### config.mk
export PLATFORM = sky130hd
export DESIGN_NAME = nibble_serial_adder
export DESIGN_NICKNAME = d
export VERILOG_FILES = /design/src/rtl/nibble_serial_adder.sv
export SDC_FILE = /design/constraint.sdc
export NUM_CORES = 1
export LEC_CHECK = 0
export CAP_MARGIN = 20
export CORE_UTILIZATION = 50
export DETAILED_ROUTE_END_ITERATION = 10
export GPL_TIMING_DRIVEN = 1
export PLACE_DENSITY = 0.76
export SKIP_CTS_REPAIR_TIMING = 1
export SLEW_MARGIN = 20
export SYNTH_ARGS = -nofsm -noshare
export SYNTH_HDL_FRONTEND = slang
export SYNTH_SLANG_ARGS = --single-unit
### constraint.sdc
create_clock -name clk -period 4.3 [get_ports clk]
set_clock_uncertainty 0.1 [all_clocks]
set_input_delay 0.86 -clock clk [delete_from_list [all_inputs] [get_ports clk]]
set_output_delay 0.86 -clock clk [all_outputs]
set_load 0.05 [all_outputs]
### src/rtl/nibble_serial_adder.sv
// Nibble-serial wide adder: one 4-bit ripple-carry stage is reused once per
// clock. The carry is registered between slices, and the result is built LSB-first.

// 4-bit ripple-carry stage that the serial adder wraps.
module ripple_carry_adder (
    input  logic [3:0] in_1,
    input  logic [3:0] in_2,
    input  logic       c_in,
    output logic [3:0] sum,
    output logic       c_out
);
    logic [4:0] carry;

    assign carry[0] = c_in;

    generate
        for (genvar gi = 0; gi < 4; gi++) begin : g_fa
            assign sum[gi]       = in_1[gi] ^ in_2[gi] ^ carry[gi];
            assign carry[gi + 1] = (in_1[gi] & in_2[gi]) | (carry[gi] & (in_1[gi] ^ in_2[gi]));
        end
    endgenerate

    assign c_out = carry[4];
endmodule

module nibble_serial_adder #(
    parameter int NIBBLES = 4
) (
    input  logic                 clk,
    input  logic                 rst_n,
    input  logic                 start,
    input  logic [4*NIBBLES-1:0] in_1,
    input  logic [4*NIBBLES-1:0] in_2,
    input  logic                 c_in,
    output logic                 busy,
    output logic                 done,
    output logic [4*NIBBLES-1:0] sum,
    output logic                 c_out
);
    localparam int W  = 4 * NIBBLES;
    localparam int IW = (NIBBLES > 1) ? $clog2(NIBBLES) : 1;

    typedef enum logic [1:0] {
        S_IDLE = 2'd0,
        S_ADD  = 2'd1,
        S_DONE = 2'd2
    } state_t;

    state_t          state_q, state_d;
    logic [IW-1:0]   idx_q, idx_d;
    logic            carry_q, carry_d;
    logic [W-1:0]    op_a_q, op_a_d;
    logic [W-1:0]    op_b_q, op_b_d;
    logic [W-1:0]    sum_q, sum_d;
    logic            c_out_q, c_out_d;

    logic            accept;
    logic            last_nibble;
    logic [3:0]      a_nib [NIBBLES];
    logic [3:0]      b_nib [NIBBLES];
    logic [3:0]      rca_sum;
    logic            rca_c_out;

    // A start is only taken when no computation is running (IDLE or the DONE cycle).
    assign accept      = start && (state_q != S_ADD);
    assign last_nibble = (idx_q == IW'(NIBBLES - 1));

    // Split the latched operands into slices so the stage input is a plain mux on idx.
    generate
        for (genvar gi = 0; gi < NIBBLES; gi++) begin : g_slice
            assign a_nib[gi] = op_a_q[4*gi +: 4];
            assign b_nib[gi] = op_b_q[4*gi +: 4];
        end
    endgenerate

    ripple_carry_adder u_rca (
        .in_1  (a_nib[idx_q]),
        .in_2  (b_nib[idx_q]),
        .c_in  (carry_q),
        .sum   (rca_sum),
        .c_out (rca_c_out)
    );

    // State register.
    always_ff @(posedge clk or negedge rst_n) begin
        if (!rst_n) begin
            state_q <= S_IDLE;
        end else begin
            state_q <= state_d;
        end
    end

    // Next-state logic: DONE lasts one cycle unless a new start chains straight into ADD.
    always_comb begin
        state_d = state_q;
        case (state_q)
            S_IDLE:  if (start) state_d = S_ADD;
            S_ADD:   if (last_nibble) state_d = S_DONE;
            S_DONE:  state_d = start ? S_ADD : S_IDLE;
            default: state_d = S_IDLE;
        endcase
    end

    // Outputs are a pure decode of the registered state, with no path from start.
    always_comb begin
        busy = (state_q == S_ADD);
        done = (state_q == S_DONE);
    end

    // Datapath next-state: capture operands on accept, then write one sum slice per ADD cycle.
    always_comb begin
        idx_d   = idx_q;
        carry_d = carry_q;
        op_a_d  = op_a_q;
        op_b_d  = op_b_q;
        sum_d   = sum_q;
        c_out_d = c_out_q;
        if (accept) begin
            op_a_d  = in_1;
            op_b_d  = in_2;
            carry_d = c_in;
            idx_d   = '0;
            sum_d   = '0;
            c_out_d = 1'b0;
        end else if (state_q == S_ADD) begin
            for (int i = 0; i < NIBBLES; i++) begin
                if (idx_q == IW'(i)) begin
                    sum_d[4*i +: 4] = rca_sum;
                end
            end
            carry_d = rca_c_out;
            if (last_nibble) begin
                idx_d   = '0;
                c_out_d = rca_c_out;
            end else begin
                idx_d = idx_q + IW'(1);
            end
        end
    end

    // Datapath registers.
    always_ff @(posedge clk or negedge rst_n) begin
        if (!rst_n) begin
            idx_q   <= '0;
            carry_q <= 1'b0;
            op_a_q  <= '0;
            op_b_q  <= '0;
            sum_q   <= '0;
            c_out_q <= 1'b0;
        end else begin
            idx_q   <= idx_d;
            carry_q <= carry_d;
            op_a_q  <= op_a_d;
            op_b_q  <= op_b_d;
            sum_q   <= sum_d;
            c_out_q <= c_out_d;
        end
    end

    assign sum   = sum_q;
    assign c_out = c_out_q;
endmodule

---- Yosys cells after proc, flatten, opt, wreduce, memory -nomap -nowiden ----
Index checks and enable logic that the tools add are counted.
cells by class
  add/subtract/negate cells ............... 1
  div/mod/pow operators ................... 0
  multiplexer cells ....................... 24
  shift-type cells ........................ 0
  equality and inequality tests ........... 8
  $lt $le $gt $ge ......................... 1
  reduce and logical (&&, ||, !) cells .... 13
  bitwise logic cells ..................... 21
  $mul .................................... 0
operator list
  cell                 count
  $mux 16              2
  $mux 4               8
  $bmux 4 s2           2
  $mux 2               5
  $reduce_and 2->1     5
  $reduce_bool 2->1    5
  $and 1x1->1          8
  $xor 1x1->1          8
  $eq 2x2->1 const B   3
  $mux 1               6
  $pmux 2 s3           1
  $eq 2x1->1 const B   2
  $logic_not 2->1      2
  $ne 2x1->1 const B   2
  $or 1x1->1           4
  $ge 3x3->1 const B   1
  $not 2->3            1
  $add 2x1->2 const B  1
  $ne 2x2->1 const B   1
  $logic_and 1x1->1    1
word-level totals
  bits in latches ......................... 0
  memory bits (read-only) ................. 0
  register bits ........................... 54
  memory bits (writable) .................. 0
  input bits .............................. 36
  logic and storage cells ................. 78
  memories kept ........................... 0
  output and inout port bits .............. 19

---- Longest topological paths before layout ----
Gate-level depths: netlist of the first run.
  depth after elaboration ................. 16
  mapped depth ............................ 12
  depth with buffers taken out ............ 11

---- Cells and area by module ----
Synthesis of the first run repeated with hierarchy kept, for this count alone.
second synthesis, totals
  cells, all modules ...................... 175
  area total of the unflattened synthesis .. 2,539.9 um^2
by module, submodules not included
  module               instances  area each (um^2)  sequential area each (um^2)  cells each
  nibble_serial_adder  1          2,422.3           1,351.3                      161
  ripple_carry_adder   1          117.6             0.0                          14

---- Worst setup path after synthesis of the first run ----
Ideal clock, no wire load.
  kind .................................... flip-flop to flip-flop
  start ................................... register idx_q[0]
  end ..................................... register sum_q[3], in the netlist sum[3]
  setup time .............................. 0.083 ns
  path slack .............................. 1.291 ns
  stages on the path, launching flop included .. 13
  buffers on the path ..................... 1
  arrival ................................. 2.827 ns
  data required time ...................... 4.117 ns
  clock period less this slack ............ 3.009 ns
  path through ............................ dfrtp_1 > buf_6 > mux4_2 > inv_1 > fa_1 > inv_1 > fa_1 > fa_1 > inv_1 > fa_1 > inv_1 > mux2i_1 > o21ai_0
on the way
  longest elaborated chain between the ends .. 15
  elaborated cells on any way between the ends .. 27
  those cells by class .................... 9 x mux; 15 x bitwise; 3 x reduce/logical
ends and longest elaborated chain
  what                                           RTL line  RTL
  from (decl)                                    50        logic [IW-1:0] idx_q, idx_d;
  from (signal assigned)                         151       idx_q <= idx_d;
  $not 2->3 (not written as such)                77, 78
  $bmux 4 s2, on equally long branches           77, 78
  $mux 4, on equally long branches (2 in a row)  77, 78
  $xor 1x1->1                                    19        assign carry[gi + 1] = (in_1[gi] & in_2[gi]) | (carry[gi] & (in_1[gi] ^ in_2[gi]));
  $and 1x1->1                                    19
  $or 1x1->1                                     19
  $and 1x1->1                                    19
  $or 1x1->1                                     19
  $and 1x1->1                                    19
  $or 1x1->1                                     19
  $xor 1x1->1                                    18        assign sum[gi] = in_1[gi] ^ in_2[gi] ^ carry[gi];
  $mux 4                                         127       if (idx_q == IW'(i)) begin
  $mux 16                                        125       end else if (state_q == S_ADD) begin
  $mux 16                                        118       if (accept) begin
  to (signal assigned)                           155       sum_q <= sum_d;
  to (decl)                                      54        logic [W-1:0] sum_q, sum_d;
Parallel ways exist; a longest one is shown, timed or not. The select of a mux whose other input is x is not followed.
A chain may end at the register's enable or synchronous reset.

---- Final worst setup path of the first run ----
Same ends and word-level chain as after synthesis.

==> reports/qor.txt, run 1 <==
=======================================================================================
Status                                                                        completed
Total vias in the final route                                                      1633
Worst hold path type                                                       register to register
Post-layout utilization of the core                                              64.90%
Setup CP Type                                                              register to register
Share of power burned in registers                                                32.3%
Yosys warnings                                                                        0
Root Buffer Master                                                         sky130_fd_sc_hd__clkbuf_8
Clock share of power                                                              10.0%
Rel. slew slack                                                                  55.42%
Post-place setup slack                                                         805.7 ps
Final instance count without filler cells                                           314
Type of element launching the critical path                                    register
Maximum number of buffers from clock root to sink                                     2
Post-detailed-placement half-perimeter wirelength                              3.612 mm
Total congestion overflow                                                             0
Via/cell ratio                                                                    5.201
Transition time at the pin with the least slew margin                          668.7 ps
Final layout net count                                                              287
Horiz. Die Dim                                                                 75.71 µm
Die Height                                                                     75.71 µm
Critical path fanouts, max                                                           13
Residual antenna-violating net count after detailed routing                           0
Clock latency on the worst-skew pair                                             300 ps
Placed cells                                                                        306
Pin count of the biggest net entering global routing                                 41
Part of the total power dissipated in combinational logic                         57.7%
Number of violations reported at the end of detailed-routing iteration 0             93
Drt total wl                                                                   5.020 mm
Area growth from synthesis to layout                                             23.58%
Total power per unit cell area                                             846.1 nW/µm²
Area enclosed by the die boundary                                              5731 µm²
Unrepaired setup endpoints after global routing                                   false
Effective utilization at floorplan                                               52.52%
Final critical path time including I/O delays and setup                         3475 ps
Net count after synthesis                                                           238
Cell Int Power                                                                 1.690 mW
Final Wtd Congestion                                                             0.7545
Number of max-slew violations in the final report                                     0
LEAKAGE                                                                        1.548 nW
WL/cell                                                                        15.99 µm
Number of violations of the max-capacitance limit                                     0
Number of antenna violations at the first check in global routing                     0
Placeable Area                                                                 5172 µm²
Switching Share                                                                  40.52%
Global-route wire length before repair                                         8.266 mm
Cts bufs inserted                                                                     5
Clock slew seen by the registers of the worst setup and hold paths                90 ps
Data arrival time at the worst-slack endpoint                                   3590 ps
Ratio of final minimum period to clock period                                    80.82%
Library cell contributing the largest single delay on the critical path    sky130_fd_sc_hd__dfrtp_1
Total number of clock tree sinks                                                     54
Portion of the post-synthesis area used by sequential elements                   49.75%
Required @ worst endpoint                                                       4420 ps
Net Switching                                                                  1.151 mW
Clock tree from TritonCTS                                                          done
Number of placed I/O pins                                                            55
Post-Syn Instances                                                                  194
Total negative slack                                                               0 ps
CP cell instances                                                          mux4_2 -> inv_1 -> fa_1 -> inv_1 -> fa_1 -> fa_1 -> inv_1 -> fa_1 -> inv_1 -> mux2i_1 -> o21ai_0
Netlist Area Pre-Place                                                         2716 µm²
Worst path setup slack after routing                                           824.5 ps
Largest stage delay, worst path                                                  780 ps
Peak VDD IR                                                                   0.4037 mV
Average cell area after synthesis                                             14.00 µm²
Share of cells above drive strength 1                                            25.00%
Number of remaining DRC errors                                                        0
Number of synthesized register bits                                                  54
Final setup violating endpoints                                                       0
Count of inserted antenna diode cells                                                 0
Total global-route track usage                                                   20.07%
Final hold violation count                                                            0
H-tree levels                                                                         2
Critical path endpoint category                                                register
Count of distinct cell types in the synthesized netlist                              26
Total iterations of the first detailed-routing run                                    4
Cell row count                                                                       26
Vias in the first global route                                                     1664
Number of buffers added on ports                                                     54
Top achievable clock speed                                                   0.2877 GHz
Internal reg-to-reg setup slack                                                  820 ps
=======================================================================================
-- synth_stat cells (all sizes together) --
master | instances | share of area (%)
nand3 | 10 | 1.8
o21ai | 9 | 1.7
dfrtp | 54 | 50
nor2b | 2 | 0.46
mux4 | 8 | 6.6
o22ai | 1 | 0.23
o211a | 1 | 0.37
clkbuf | 6 | 0.83
nand2 | 3 | 0.69
nor2 | 9 | 1.2
a21oi | 2 | 0.37
mux2 | 32 | 17
a31o | 8 | 2.6
o31ai | 2 | 0.55
ha | 4 | 1.8
inv | 14 | 1.9
buf | 8 | 2.4
nand2b | 1 | 0.32
mux2i | 16 | 5.9
fa | 4 | 2.9
-- path summary, 6_finish.rpt --
kind	from	cells after the start	end
worst max-delay path	idx_q[0]$_DFFE_PN0P_	11	sum[3]$_DFFE_PN0P_
worst min-delay path	op_a_q[11]$_DFFE_PN0P_	1	op_a_q[11]$_DFFE_PN0P_
worst max register to register	idx_q[0]$_DFFE_PN0P_	11	sum[3]$_DFFE_PN0P_
worst min register to register	op_a_q[11]$_DFFE_PN0P_	1	op_a_q[11]$_DFFE_PN0P_
max in group asynchronous	rst_n	2	op_b_q[9]$_DFFE_PN0P_
min in group asynchronous	rst_n	1	sum[12]$_DFFE_PN0P_
-- state kept, by name (all words and copies together), names as in the netlist --
register / flops
carry_q: 1
idx_q: 2
sum: 16
state_q: 2
op_b_q: 16
op_a_q: 16
c_out: 1
-- routing by layer --
layer  wire [µm]  track usage, %  part of all wire (%)  up-vias
met5           0               0                     0        -
met4          48           5.556                  0.96        0
met3         192           4.233                   3.8        4
met2        2394           32.74                    48       44
met1        2384           27.58                    47      809
li1            -               -                     -      776
-- per-stage QoR --
step	area [µm²]	hold WS (ps)	power (mW)
3_3_place_gp	3266	388.2	2.508
3_5_place_dp	3266	393.3	2.592
2_1_floorplan	2716	374.0	2.175
5_1_grt	3357	427.4	3.052
6_report	3357	414.2	2.840
4_1_cts	3357	413.9	2.882
-- cells by family (layout without fill, tap and decap cells) --
kind of cell               after synthesis  in the layout  share of synthesized area, %
adders and majority gates                8              8                         4.791
muxes                                   56             56                         29.94
AOI/OAI and AO/OA                       23             23                         5.758
and+or+nand+nor                         25             25                         4.560
DFF                                     54             54                         49.75
buffers and inverters                   28             78                         5.205
-- power by group through the flow --
stage               logic, mW  clock network, mW  registers [mW]
finish                   1.64              0.285           0.917
detailed placement       1.66                  0           0.928
global placement         1.59                  0           0.920
floorplan                1.17                  0            1.00
global route             1.79              0.313           0.949
CTS                      1.67              0.297           0.920
-- cells in the final DEF (no fill, tap or decap) --
cell	count
sky130_fd_sc_hd__dfrtp_1	54
sky130_fd_sc_hd__clkdlybuf4s50_1	53
sky130_fd_sc_hd__mux2_4	30
sky130_fd_sc_hd__mux2i_1	16
sky130_fd_sc_hd__inv_1	13
sky130_fd_sc_hd__nand3_1	10
sky130_fd_sc_hd__o21ai_0	9
sky130_fd_sc_hd__nor2_1	9
sky130_fd_sc_hd__mux4_2	8
sky130_fd_sc_hd__a31o_2	8
sky130_fd_sc_hd__clkbuf_8	6
sky130_fd_sc_hd__fa_1	4
sky130_fd_sc_hd__ha_1	4
sky130_fd_sc_hd__nor2b_1	2
sky130_fd_sc_hd__a21oi_1	2
sky130_fd_sc_hd__o31ai_1	2
sky130_fd_sc_hd__nand2_1	2
sky130_fd_sc_hd__mux2_2	2
sky130_fd_sc_hd__buf_4	2
sky130_fd_sc_hd__nand2b_2	1
sky130_fd_sc_hd__inv_2	1
sky130_fd_sc_hd__nand2_4	1
sky130_fd_sc_hd__o22ai_1	1
sky130_fd_sc_hd__o211a_1	1
sky130_fd_sc_hd__clkbuf_1	1
sky130_fd_sc_hd__clkinv_2	1
sky130_fd_sc_hd__buf_2	1
-- worst max-delay path: cells and delay by family (launching register included) --
family,cells,cell delay (ps)
AOI/OAI and AO/OA,1,180
adders and majority gates,4,1320
buffers and inverters,4,350
DFF,1,780
muxes,2,660
-- area by class of cell --
| type | count | area (µm²) |
|---|---|---|
| fill | 384 | 1815 |
| sequential | 54 | 1351 |
| multi-input combinational | 112 | 1224 |
| timing repair buffer | 56 | 550.5 |
| tap | 70 | 87.58 |
| clock buffer | 7 | 86.33 |
| inverter | 14 | 52.55 |
| clock inverter | 1 | 5.005 |
(Power assumes the default switching activity.)
==> run 2: changes to the inputs <==
==> constraint.sdc (replaced) <==
create_clock -name clk -period 3.2 [get_ports clk]
set_clock_uncertainty 0.1 [all_clocks]
set_input_delay 0.64 -clock clk [delete_from_list [all_inputs] [get_ports clk]]
set_output_delay 0.64 -clock clk [all_outputs]
set_load 0.05 [all_outputs]
==> run 2 against run 1 <==
Die area stayed put. Global-route usage is 0.21 points lower. Sequential cell count stayed put. Critical path type unchanged. Critical endpoint is now sum[15]$_DFFE_PN0P_.
==> reports/qor.txt, run 2 (synthesis gave the netlist of run 1 again) <==
=======================================================================================
Share of power burned in registers                                                31.6%   -0.7 points
Switching Share                                                                  40.64%   +0.13 points
Global-route wire length before repair                                         8.252 mm   -0.17%
Total congestion overflow                                                             0   unchanged
Final Hold Slack                                                               130.9 ps   -283.3 ps
Area enclosed by the die boundary                                              5731 µm²   unchanged
Count of inserted antenna diode cells                                                 0   unchanged
Number of buffers and inverters on the critical path                                  4   unchanged
Post-detailed-placement half-perimeter wirelength                              3.546 mm   -1.8%
Die Height                                                                     75.71 µm   unchanged
Vias in the first global route                                                     1642   -1.3%
Total vias in the final route                                                      1675   +2.6%
Cell Int Power                                                                 2.272 mW   +34%
Library cell contributing the largest single delay on the critical path    sky130_fd_sc_hd__mux4_2
Post-layout utilization of the core                                              65.12%   +0.22 points
Critical path fanouts, max                                                            5   -8
Top delay family on crit path                                               adder cells
Transition time at the pin with the least slew margin                          575.9 ps   -92.84 ps
Cell row count                                                                       26   unchanged
Effective utilization at floorplan                                               52.52%   unchanged
Worst hold path type                                                       input port to async pin
Total negative slack                                                               0 ps   unchanged
Final setup violating endpoints                                                       0   unchanged
CP cell instances                                                          mux4_2 -> inv_1 -> fa_1 -> inv_1 -> fa_1 -> fa_1 -> inv_1 -> fa_1 -> inv_2 -> mux2i_1 -> o21ai_0
Number of placed I/O pins                                                            55   unchanged
Clock slew seen by the registers of the worst setup and hold paths                90 ps   about the same
Largest stage delay, worst path                                                  510 ps   -270 ps
Total iterations of the first detailed-routing run                                    4   unchanged
Final critical path time including I/O delays and setup                         2979 ps   -496.9 ps
Data arrival time at the worst-slack endpoint                                   3100 ps   -490 ps
LEAKAGE                                                                        1.557 nW   +0.54%
Via/cell ratio                                                                    5.301   +1.9%
Status                                                                        completed
Residual antenna-violating net count after detailed routing                           0   unchanged
Number of max-slew violations in the final report                                     0   unchanged
Root Buffer Master                                                         sky130_fd_sc_hd__clkbuf_8
Post-place setup slack                                                         114.2 ps   -691.5 ps
Rel. slew slack                                                                  61.57%   +6.2 points
H-tree levels                                                                         2   unchanged
Top achievable clock speed                                                   0.3357 GHz   +17%
Total number of clock tree sinks                                                     54   unchanged
Total power per unit cell area                                              1136 nW/µm²   +34%
Number of buffers added on ports                                                     54   unchanged
Final hold violation count                                                            0   unchanged
Cts bufs inserted                                                                     5   unchanged
Placeable Area                                                                 5172 µm²   unchanged
Total global-route track usage                                                   19.87%   -0.21 points
Maximum number of buffers from clock root to sink                                     2   unchanged
Clock latency on the worst-skew pair                                             300 ps   about the same
Part of the total power dissipated in combinational logic                         59.1%   +1.4 points
Type of element launching the critical path                                    register
Clock share of power                                                               9.3%   -0.7 points
Ratio of final minimum period to clock period                                    93.08%   +12 points
Net Switching                                                                  1.556 mW   +35%
Critical path endpoint category                                                register
Number of violations reported at the end of detailed-routing iteration 0             93   unchanged
Final Wtd Congestion                                                             0.7687   +1.9%
Peak VDD IR                                                                   0.5249 mV   +30%
Number of remaining DRC errors                                                        0   unchanged
Unrepaired setup endpoints after global routing                                   false
Horiz. Die Dim                                                                 75.71 µm   unchanged
Setup CP Type                                                              register to register
Highest-count cells in the layout ignoring fill and taps                   sky130_fd_sc_hd__dfrtp_1 (53), sky130_fd_sc_hd__clkdlybuf4s50_1 (53), sky130_fd_sc_hd__mux2_4 (30)
Pin count of the biggest net entering global routing                                 41   unchanged
Clock tree from TritonCTS                                                          done
Final layout net count                                                              290   +1.0%
Share of cells above drive strength 1                                            26.83%   +1.8 points
Area growth from synthesis to layout                                             24.00%
Worst path setup slack after routing                                           221.4 ps   -603.1 ps
WL/cell                                                                        15.24 µm   -4.7%
Drt total wl                                                                   4.816 mm   -4.1%
Number of violations of the max-capacitance limit                                     0   unchanged
Required @ worst endpoint                                                       3320 ps   -1100 ps
Number of antenna violations at the first check in global routing                     0   unchanged
Crit-path most repeated cell                                               sky130_fd_sc_hd__fa_1
=======================================================================================
-- run 2: final timing paths --
kind | startpoint | slack (ps) | cells past startpoint | to
worst max-delay path | idx_q[0]$_DFFE_PN0P_ | 220 | 11 | sum[15]$_DFFE_PN0P_
worst min-delay path | rst_n | 130 | 1 | sum[8]$_DFFE_PN0P_
worst max register to register | idx_q[0]$_DFFE_PN0P_ | 220 | 11 | sum[15]$_DFFE_PN0P_
worst min register to register | op_a_q[4]$_DFFE_PN0P_ | 420 | 1 | op_a_q[4]$_DFFE_PN0P_
max in group asynchronous | rst_n | 2030 | 2 | idx_q[0]$_DFFE_PN0P_
min in group clk | op_a_q[4]$_DFFE_PN0P_ | 420 | 1 | op_a_q[4]$_DFFE_PN0P_
-- run 2: area by class of cell --
| cell class | instances | area, µm² |
|---|---|---|
| Fill cell | 392 | 1804 |
| Multi-Input combinational cell | 112 | 1224 |
| Tap cell | 70 | 87.58 |
| Timing Repair Buffer | 59 | 573.1 |
| Clock buffer | 5 | 68.82 |
| Sequential cell | 54 | 1353 |
| Clock inverter | 2 | 10.01 |
| Inverter | 14 | 52.55 |
-- run 2: worst reg2reg max path: stages, from the launching register on --
cell	delay (ps)
sky130_fd_sc_hd__dfrtp_2	440
sky130_fd_sc_hd__mux4_2	520
sky130_fd_sc_hd__inv_1	90
sky130_fd_sc_hd__fa_1	160
sky130_fd_sc_hd__inv_1	50
sky130_fd_sc_hd__fa_1	380
sky130_fd_sc_hd__fa_1	370
sky130_fd_sc_hd__inv_1	70
sky130_fd_sc_hd__fa_1	420
sky130_fd_sc_hd__inv_2	100
sky130_fd_sc_hd__mux2i_1	70
sky130_fd_sc_hd__o21ai_0	150
-- run 2: metal layers --
metal / up-vias / GRT usage, % / share of wire (%)
met5: - / 0 / 0
met4: 0 / 4.938 / 0.75
met3: 5 / 4.101 / 4.1
met2: 50 / 32.34 / 49
met1: 841 / 27.58 / 46
li1: 779 / - / -
-- run 2: power groups by stage --
stage,logic (mW),clock network [mW],registers (mW)
3_3_place_gp,2.19,0,1.21
3_5_place_dp,2.27,0,1.22
5_1_grt,2.49,0.393,1.25
2_1_floorplan,1.58,0,1.35
4_1_cts,2.27,0.368,1.21
6_report,2.26,0.355,1.21
-- run 2: metrics by stage --
stage | total power [mW] | instances | instance area (µm²)
floorplan | 2.922 | 194 | 2716
global route | 4.133 | 316 | 3368
global placement | 3.401 | 309 | 3288
CTS | 3.848 | 316 | 3367
finish | 3.827 | 316 | 3368
detailed placement | 3.493 | 309 | 3288
